--- src/rtl/tod_pkg.sv ---
// Shared types, limits and display helpers for the time-of-day counter.
package tod_pkg;

  typedef logic [3:0] bcd_t;

  localparam int SEC_MAX = 59;
  localparam int MIN_MAX = 59;
  localparam int HR_MAX  = 23;

  typedef enum logic {ALM_IDLE, ALM_RING} alm_state_e;

  // 24h hour (0..23) to 12h face value (1..12).
  function automatic logic [4:0] hr_to_12h(input logic [4:0] hr);
    if (hr == 5'd0) begin
      return 5'd12;
    end else if (hr > 5'd12) begin
      return hr - 5'd12;
    end else begin
      return hr;
    end
  endfunction

  // Binary 0..59 to packed {tens, units} BCD.
  function automatic logic [7:0] bin_to_bcd(input logic [5:0] v);
    bcd_t tens;
    bcd_t units;
    if (v >= 6'd50)      tens = 4'd5;
    else if (v >= 6'd40) tens = 4'd4;
    else if (v >= 6'd30) tens = 4'd3;
    else if (v >= 6'd20) tens = 4'd2;
    else if (v >= 6'd10) tens = 4'd1;
    else                 tens = 4'd0;
    units = 4'(v - 6'(tens) * 6'd10);
    return {tens, units};
  endfunction

endpackage

--- src/rtl/tick_prescaler.sv ---
// Free-running divider: one tick_o per TICK_DIV enabled cycles; clr_i restarts
// the count and suppresses a coincident tick.
module tick_prescaler #(
  parameter int TICK_DIV = 100000000
) (
  input  logic clk_i,
  input  logic rst_i,
  input  logic en_i,
  input  logic clr_i,
  output logic tick_o
);

  localparam int CW = (TICK_DIV > 1) ? $clog2(TICK_DIV) : 1;
  localparam logic [CW-1:0] CNT_MAX = CW'(TICK_DIV - 1);

  logic [CW-1:0] cnt_q, cnt_d;

  always_comb begin
    cnt_d  = cnt_q;
    tick_o = 1'b0;
    if (clr_i) begin
      cnt_d = '0;
    end else if (en_i) begin
      if (cnt_q == CNT_MAX) begin
        cnt_d  = '0;
        tick_o = 1'b1;
      end else begin
        cnt_d = cnt_q + 1'b1;
      end
    end
  end

  always_ff @(posedge clk_i) begin
    if (rst_i) cnt_q <= '0;
    else       cnt_q <= cnt_d;
  end

endmodule

--- src/rtl/time_of_day_core.sv ---
// 24h time-of-day counter with set pulses, 12/24h registered display and alarm.
//   state    | meaning
//   ALM_IDLE | waiting for an armed hh:mm match at a minute rollover
//   ALM_RING | alarm asserted; counts down ALARM_LEN ticks unless acked/disarmed
module time_of_day_core
  import tod_pkg::*;
#(
  parameter int TICK_DIV  = 100000000,
  parameter int ALARM_LEN = 60,
  parameter int ALARM_EN  = 1
) (
  input  logic       CLK100MHZ,
  input  logic       RST,
  input  logic       en,
  input  logic       mode_12h,
  input  logic       inc_hr,
  input  logic       inc_min,
  input  logic       clr_sec,
  input  logic [7:0] alm_hr,
  input  logic [7:0] alm_min,
  input  logic       alm_arm,
  input  logic       alm_ack,
  output logic [3:0] hr_u,
  output logic [3:0] hr_l,
  output logic [3:0] min_u,
  output logic [3:0] min_l,
  output logic [5:0] sec,
  output logic       pm,
  output logic       sec_tick,
  output logic       alarm
);

  localparam logic ALM_ON = (ALARM_EN != 0);

  logic       tick;
  logic [5:0] sec_q, sec_d;
  logic [5:0] min_q, min_d;
  logic [4:0] hr_q, hr_d;
  logic       sec_wrap, min_carry;
  logic [6:0] min_sum;
  logic [5:0] hr_sum;

  alm_state_e state_q, state_d;
  logic [7:0] alm_cnt_q, alm_cnt_d;
  logic [7:0] alm_hr_bin, alm_min_bin;
  logic       alm_valid, alm_match;

  logic [4:0] disp_hr;
  logic [7:0] hr_bcd, min_bcd;
  logic [3:0] hr_u_q, hr_l_q, min_u_q, min_l_q;
  logic [5:0] sec_out_q;
  logic       pm_q, sec_tick_q, alarm_q;

  tick_prescaler #(.TICK_DIV(TICK_DIV)) u_presc (
    .clk_i (CLK100MHZ),
    .rst_i (RST),
    .en_i  (en),
    .clr_i (clr_sec),
    .tick_o(tick)
  );

  // Tick carries and button pulses are summed so a coincident pair advances by 2.
  always_comb begin
    sec_wrap  = tick && (sec_q == 6'(SEC_MAX));
    min_carry = sec_wrap && (min_q == 6'(MIN_MAX));

    if (clr_sec)       sec_d = '0;
    else if (sec_wrap) sec_d = '0;
    else if (tick)     sec_d = sec_q + 6'd1;
    else               sec_d = sec_q;

    min_sum = 7'(min_q) + 7'(sec_wrap) + 7'(inc_min);
    min_d   = (min_sum > 7'(MIN_MAX)) ? 6'(min_sum - 7'(MIN_MAX + 1)) : min_sum[5:0];

    hr_sum = 6'(hr_q) + 6'(min_carry) + 6'(inc_hr);
    hr_d   = (hr_sum > 6'(HR_MAX)) ? 5'(hr_sum - 6'(HR_MAX + 1)) : hr_sum[4:0];
  end

  always_comb begin
    alm_hr_bin  = 8'(alm_hr[7:4]) * 8'd10 + 8'(alm_hr[3:0]);
    alm_min_bin = 8'(alm_min[7:4]) * 8'd10 + 8'(alm_min[3:0]);
    alm_valid   = (alm_hr[7:4] <= 4'd2) && (alm_hr[3:0] <= 4'd9) &&
                  (alm_min[7:4] <= 4'd5) && (alm_min[3:0] <= 4'd9) &&
                  (alm_hr_bin <= 8'(HR_MAX));
    alm_match   = ALM_ON && alm_arm && alm_valid && sec_wrap &&
                  (8'(hr_d) == alm_hr_bin) && (8'(min_d) == alm_min_bin);
  end

  always_comb begin
    state_d   = state_q;
    alm_cnt_d = alm_cnt_q;
    case (state_q)
      ALM_IDLE: begin
        if (alm_match && !alm_ack) begin
          state_d   = ALM_RING;
          alm_cnt_d = 8'(ALARM_LEN);
        end
      end
      ALM_RING: begin
        if (alm_ack || !alm_arm) begin
          state_d = ALM_IDLE;
        end else if (tick) begin
          alm_cnt_d = alm_cnt_q - 8'd1;
          if (alm_cnt_q == 8'd1) state_d = ALM_IDLE;
        end
      end
      default: state_d = ALM_IDLE;
    endcase
  end

  always_ff @(posedge CLK100MHZ) begin
    if (RST) begin
      sec_q     <= '0;
      min_q     <= '0;
      hr_q      <= '0;
      state_q   <= ALM_IDLE;
      alm_cnt_q <= '0;
    end else begin
      sec_q     <= sec_d;
      min_q     <= min_d;
      hr_q      <= hr_d;
      state_q   <= state_d;
      alm_cnt_q <= alm_cnt_d;
    end
  end

  always_comb begin
    disp_hr = mode_12h ? hr_to_12h(hr_q) : hr_q;
    hr_bcd  = bin_to_bcd({1'b0, disp_hr});
    min_bcd = bin_to_bcd(min_q);
  end

  // Display registers reset straight to the 00:00:00 face for the current mode.
  always_ff @(posedge CLK100MHZ) begin
    if (RST) begin
      hr_u_q     <= mode_12h ? 4'd1 : 4'd0;
      hr_l_q     <= mode_12h ? 4'd2 : 4'd0;
      min_u_q    <= '0;
      min_l_q    <= '0;
      sec_out_q  <= '0;
      pm_q       <= 1'b0;
      sec_tick_q <= 1'b0;
      alarm_q    <= 1'b0;
    end else begin
      hr_u_q     <= hr_bcd[7:4];
      hr_l_q     <= hr_bcd[3:0];
      min_u_q    <= min_bcd[7:4];
      min_l_q    <= min_bcd[3:0];
      sec_out_q  <= sec_q;
      pm_q       <= (hr_q >= 5'd12);
      sec_tick_q <= tick;
      alarm_q    <= ALM_ON && (state_d == ALM_RING);
    end
  end

  assign hr_u     = hr_u_q;
  assign hr_l     = hr_l_q;
  assign min_u    = min_u_q;
  assign min_l    = min_l_q;
  assign sec      = sec_out_q;
  assign pm       = pm_q;
  assign sec_tick = sec_tick_q;
  assign alarm    = alarm_q;

endmodule

--- config.mk ---
export PLATFORM = sky130hd
export DESIGN_NAME = time_of_day_core
export DESIGN_NICKNAME = d
export VERILOG_FILES = /design/src/rtl/tod_pkg.sv /design/src/rtl/tick_prescaler.sv /design/src/rtl/time_of_day_core.sv
export SDC_FILE = /design/constraint.sdc
export NUM_CORES = 1
export LEC_CHECK = 0
export ABC_AREA = 1
export BUFFER_PORTS_ARGS = -buffer_cell sky130_fd_sc_hd__buf_4
export CAP_MARGIN = 10
export CORE_MARGIN = 2
export CORE_UTILIZATION = 40
export DETAILED_ROUTE_END_ITERATION = 8
export SETUP_SLACK_MARGIN = 0.1
export SYNTH_ARGS = -nofsm -noshare
export SYNTH_HDL_FRONTEND = slang
export SYNTH_HIERARCHICAL = 1
export SYNTH_SLANG_ARGS = --single-unit
--- constraint.sdc ---
create_clock -name CLK100MHZ -period 6.84 [get_ports CLK100MHZ]
set_input_delay 0.684 -clock CLK100MHZ [delete_from_list [all_inputs] [get_ports CLK100MHZ]]
set_output_delay 0.684 -clock CLK100MHZ [all_outputs]
set_load 0.01 [all_outputs]
=== Word level (Yosys, flattened, before mapping) ===
Cells that the tools add are included.

* Register bits after elaboration: 77
* Bits of input ports: 25
* Output and inout port bits: 25
* Logic and storage cells: 110

* Add/subtract/negate cells: 14
* $mul: 4
* Order comparisons: 19
* Eq/ne operators: 9
* Multiplexer cells: 32
* Bitwise operators: 1
* Reductions and logical operators: 18

{| class="wikitable"
|+ Operators by type and width
! kind !! number
|-
| $add A27 B1 Y27 const B || 1
|-
| $eq A27 B27 Y1 const B || 1
|-
| $mux W27 || 1
|-
| $mux W8 || 3
|-
| $mux W5 || 4
|-
| $add A8 B4 Y8 || 2
|-
| $pmux W8 S2 || 1
|-
| $mux W3 || 5
|-
| $mul A4 B3 Y7 const B || 2
|-
| $eq A6 B6 Y1 const B || 2
|-
| $ge A5 B6 Y1 const B || 2
|-
| $ge A6 B5 Y1 const B || 2
|-
| $ge A6 B6 Y1 const B || 2
|-
| $logic_and A1 B1 Y1 || 11
|-
| $ge A5 B4 Y1 const B || 2
|-
| $ge A5 B5 Y1 const B || 2
|-
| $mux W1 || 10
|-
| $mux W2 || 5
|-
| $eq A5 B8 Y1 || 1
|-
| $eq A6 B8 Y1 || 1
|-
| $eq A8 B1 Y1 const B || 1
|-
| $le A4 B4 Y1 const B || 2
|-
| $le A8 B5 Y1 const B || 1
|-
| $sub A4 B4 Y4 || 2
|-
| other kinds (27) || 31
|}

=== Longest topological paths before layout ===
* Depth in word-level cells: 16
* Mapped depth: 32
* Depth with buffers taken out: 31

=== By module ===
Netlist, hierarchy kept.

{| class="wikitable"
|+ By module, submodules not included
! module !! times used !! cells each !! area each (um2) !! seq. area each (um2)
|-
| time_of_day_core || 1 || 475 || 3273.1 || 940.9
|-
| tick_prescaler || 1 || 247 || 1510.2 || 540.5
|}

=== Least setup slack after synthesis ===
OpenSTA, ideal clock, no wires.

* Path kind: input to register
* Start point: in en
* End point: reg alm_cnt_q[6]
* Setup time: 115 ps
* Data arrival time: 3560 ps
* Data required time: 6725 ps
* Path slack: 3165 ps
* Cell stages on the path: 26
* Buffers on the path: 2
* Cell sequence: nand2_1 nor2_1 nand3_1 nor2_1 nand2_1 nor2_1 buf_2 nand3_1 nor2_1 fa_1 ha_1 xnor2_1 ha_1 and3_1 nand4_4 nand3_1 nand2_1 nand2_1 nand3_1 nor2_1 nand2_2 nand2_4 buf_6 nand3_1 nand2_1 nor2_1

* Word-level cells in the longest chain between the ends: 14
* Elaborated cells between the ends (all ways): 23
* Classes of those cells: add/sub: 6; order compare: 2; eq/ne: 4; mux: 4; reduce/logical: 7

{| class="wikitable"
|+ RTL lines
! item !! line !! text
|-
| start, declared || time_of_day_core.sv:14 || <nowiki>input logic en,</nowiki>
|-
| $mux W1 (*) || tick_prescaler.sv:23 || <nowiki>end else if (en_i) begin</nowiki>
|-
| $mux W1 (*) || tick_prescaler.sv:21 || <nowiki>if (clr_i) begin</nowiki>
|-
| via tick || time_of_day_core.sv:35 || <nowiki>logic tick;</nowiki>
|-
| $logic_and A1 B1 Y1 || time_of_day_core.sv:64 || <nowiki>sec_wrap = tick && (sec_q == 6'(SEC_MAX));</nowiki>
|-
| $logic_and A1 B1 Y1 || time_of_day_core.sv:65 || <nowiki>min_carry = sec_wrap && (min_q == 6'(MIN_MAX));</nowiki>
|-
| $add A5 B1 Y6 || time_of_day_core.sv:75 || <nowiki>hr_sum = 6'(hr_q) + 6'(min_carry) + 6'(inc_hr);</nowiki>
|-
| $add A6 B1 Y6 || time_of_day_core.sv:75 ||
|-
| $sub A5 B5 Y5 / $gt A6 B5 Y1 (equally long branches) || time_of_day_core.sv:76 || <nowiki>hr_d = (hr_sum > 6'(HR_MAX)) ? 5'(hr_sum - 6'(HR_MAX + 1)) : hr_sum[4:0];</nowiki>
|-
| $mux W5 || time_of_day_core.sv:76 ||
|-
| $eq A5 B8 Y1 || time_of_day_core.sv:86 || <nowiki>(8'(hr_d) == alm_hr_bin) && (8'(min_d) == alm_min_bin);</nowiki>
|-
| $logic_and A1 B1 Y1 || time_of_day_core.sv:85 || <nowiki>alm_match = ALM_ON && alm_arm && alm_valid && sec_wrap &&</nowiki>
|-
| $logic_and A1 B1 Y1 || time_of_day_core.sv:86 ||
|-
| $logic_and A1 B1 Y1 || time_of_day_core.sv:94 || <nowiki>if (alm_match && !alm_ack) begin</nowiki>
|-
| $ne A2 B2 Y1 (no line) || n/a ||
|-
| $reduce_and A3 Y1 (no line) (*) || n/a ||
|-
| end signal, assigned || time_of_day_core.sv:123 || <nowiki>alm_cnt_q <= alm_cnt_d;</nowiki>
|-
| end, declared || time_of_day_core.sv:44 || <nowiki>logic [7:0] alm_cnt_q, alm_cnt_d;</nowiki>
|}

Mark *: on every way through the listed nets, which the timed path passes. The rest lies on a longest branch.
A chain may end at the register's enable or synchronous reset.

=== Final worst setup path ===
* Start point: reg u_presc.cnt_q[22]
* End point: reg alm_cnt_q[3]

* Word-level cells in the longest chain between the ends: 16
* Elaborated cells between the ends (all ways): 25
* Classes of those cells: add/sub: 6; order compare: 2; eq/ne: 5; mux: 5; reduce/logical: 7

{| class="wikitable"
|+ RTL lines
! item !! line !! text
|-
| start, declared || tick_prescaler.sv:16 || <nowiki>logic [CW-1:0] cnt_q, cnt_d;</nowiki>
|-
| start signal, assigned || tick_prescaler.sv:35 || <nowiki>else cnt_q <= cnt_d;</nowiki>
|-
| $eq A27 B27 Y1 (*) || tick_prescaler.sv:24 || <nowiki>if (cnt_q == CNT_MAX) begin</nowiki>
|-
| $mux W1 (*) || tick_prescaler.sv:24 ||
|-
| $mux W1 (*) || tick_prescaler.sv:23 ||
|-
| $mux W1 (*) || tick_prescaler.sv:21 ||
|-
| via tick || time_of_day_core.sv:35 ||
|-
| $logic_and A1 B1 Y1 || time_of_day_core.sv:64 ||
|-
| $logic_and A1 B1 Y1 || time_of_day_core.sv:65 ||
|-
| $add A5 B1 Y6 || time_of_day_core.sv:75 ||
|-
| $add A6 B1 Y6 || time_of_day_core.sv:75 ||
|-
| $sub A5 B5 Y5 / $gt A6 B5 Y1 (equally long branches) || time_of_day_core.sv:76 ||
|-
| $mux W5 || time_of_day_core.sv:76 ||
|-
| $eq A5 B8 Y1 || time_of_day_core.sv:86 ||
|-
| $logic_and A1 B1 Y1 || time_of_day_core.sv:85 ||
|-
| $logic_and A1 B1 Y1 || time_of_day_core.sv:86 ||
|-
| $logic_and A1 B1 Y1 || time_of_day_core.sv:94 ||
|-
| $ne A2 B2 Y1 (no line) || n/a ||
|-
| $reduce_and A3 Y1 (no line) (*) || n/a ||
|}

Marked as above.

==> impl_metrics.ini <==
[cts]
postCtsSetupBuffers = 0
clockRootBuffer = clkbuf_16
clk_latency_ns = 0.34
cts.htree.levels = 3
numCtsBuffers = 9
ctsHoldBuffers = 0
cts_tree = done
clockBufferDepth = 2
cts.sinks = 74
cts_resized = 0
clkTransAtPathRegs_ns = 0.06

[floorplan]
fp-row-count = 39
die_w_um = 113
core_um2 = 11600
dieArea_um2 = 12800
io_pins = 50
die-height_um = 113
start_util = 0.414

[global_route]
antenna_found_initial = 0
grt_first_pass_wirelength_um = 18700
gr-total-overflow = 0
grt_max_degree = 35
grt_usage = 0.178
grt_pass1_vias = 4158

[logic_synthesis]
syn_inst = 722
synth.distinct_cells = 36
synth_area_um2 = 4780
synthDominantCellAreaShare = 0.310
ys.flop_type = dfxtp_1
ys_ff_latch = 74
postSynth.asyncResetShare = 0
synth_edf_count = 0
avgSynthCellArea_um2 = 6.63
yosys_warnings = 6
synth_largest_area_cell = dfxtp_1
seq_area_frac_synth = 0.310
yosys-top-cells-area = dfxtp_1 (31%), nand2_1 (14%), nor2_1 (10%), inv_1 (7.1%), ha_1 (6.8%)

[timing]
fin_setup_tns_ns = 0
finClkSkew_ns = 0.00380
post-route-min-period_ns = 4.39
relSlewSlack = 0.623
slew_violations = 0
finalCritPeriodShare = 0.642
finalSetupViolations = 0
worstMarginPinSlew_ns = 0.563
whs_ns = 0.473
rsz0062_at_grt = false
final_hold_viol_count = 0
timing.fmax_mhz = 228

[min_path]
hold_class = reg2reg

[pwr]
power.density_nw_per_um2 = 200
ir_worst_vdd_v = 0.000115
p_leak_uw = 0.00250

[flow_run]
max_cap_violations = 0

[detailed_routing]
ant_nets = 0
drcViolationCount = 0
vias = 4413
wl_per_cell_um = 11.9
first_pass_iters = 5
viasPerCell = 4.82
detail_route.wirelength_um = 10900
drtIter0Drc = 263

[final_layout]
synthToLayoutAreaGrowth_pct = 16.5
layout_common_cells = nand2_1 (179), nor2_1 (132), inv_1 (91)
drive_above_1_share = 0.118
layout_commonest_cell = nand2_1
insertedDiodeCount = 0
nets = 826

[setup_path]
required_ns = 7.11
path_class = reg2reg
cp_slowest_stage_delay_ns = 0.38
path_buf_inv = 2
cp_slowest_cell = dfxtp_1
start_kind = flop
critPathCaptureType = flop
cp_common_cell = nand2_1
worstPathMaxFanout = 16
cpLargestDelayFamily = simple AND/OR/NAND/NOR gates
cp_data_arrival_time_ns = 4.66

[placement]
gp_congestion = 0.839
hpwl_um = 8510
port_buffers = 46

[outcome]
outcome = complete, no violations
==> cell families (layout without fill, tap and decap cells) <==
logic type / count (synthesis) / after routing / share of synthesized area
xor+xnor: 27 / 27 / 0.0494
other cells: 1 / 3 / 0.000784
compound gates: 52 / 52 / 0.0594
flops: 74 / 74 / 0.310
fa+ha+maj: 34 / 34 / 0.101
buf+inv: 107 / 155 / 0.0889
simple gates: 427 / 427 / 0.390
==> final cells by class <==
class | instances | area, um^2
timing repair buffer | 46 | 345
fill | 1178 | 5990
tap | 143 | 179
sequential | 74 | 1480
clock buffer | 11 | 233
clock inverter | 5 | 103
multi-input combinational | 543 | 2880
inverter | 93 | 349
==> synth_stat cells (9+ instances only) <==
| cell type | number |
|---|---|
| inv_1 | 91 |
| nand3_1 | 60 |
| o21ai_0 | 16 |
| nor3_1 | 10 |
| nand4_1 | 11 |
| nor2_1 | 132 |
| dfxtp_1 | 74 |
| nand2_1 | 179 |
| a21oi_1 | 26 |
| nand2_2 | 9 |
| ha_1 | 26 |
| xor2_1 | 20 |
==> final timing paths <==
check	from	to	slack (ns)	cells after the start
worst min-delay path	sec_q[0]	sec[0]	0.47	2
worst min register to register	sec_q[0]	sec[0]	0.47	2
worst max register to register	u_presc/cnt_q[22]	alm_cnt_q[3]	2.45	28
worst max-delay path	u_presc/cnt_q[22]	alm_cnt_q[3]	2.45	28
==> metrics by stage <==
step / utilization / cells / power, uW / setup WS [ns] / instance area (um^2)
detailed placement: 0.453 / 899 / 591 / 2.16 / 5240
CTS: 0.482 / 915 / 1130 / 2.37 / 5570
floorplan: - / 724 / 547 / 3.16 / 4790
global route: 0.482 / 915 / 1170 / 1.96 / 5570
finish: 0.482 / 915 / 1110 / 2.45 / 5570
global placement: 0.453 / 899 / 589 / 2.43 / 5240
==> routing by layer <==
| metal | vias to the layer above | track usage | part of all wire |
|---|---|---|---|
| li1 | 2354 | - | - |
| met1 | 1964 | 0.228 | 0.48 |
| met2 | 83 | 0.297 | 0.46 |
| met3 | 12 | 0.0348 | 0.042 |
| met4 | 0 | 0.0683 | 0.017 |
| met5 | - | 0 | 0 |
==> registers in the layout, summed over array words and instances (netlist names), 2 cells and up <==
name / count
min_q: 6
u_presc/cnt_q: 27
sec_q: 6
min_u: 3
sec: 6
hr_u: 2
hr_q: 5
hr_l: 4
alm_cnt_q: 8
min_l: 4
==> tightest hold or removal path: stages, from the launching register on <==
cell and delay (ns):
dfxtp_1 0.32, inv_1 0.07, nor2_1 0.04
==> where the power goes <==
part	internal, uW	total [uW]	switching [uW]
sequential	439	444	5.25
combinational	56.4	136	80.1
clock	356	534	179
Power figures use the tool's default switching activity.
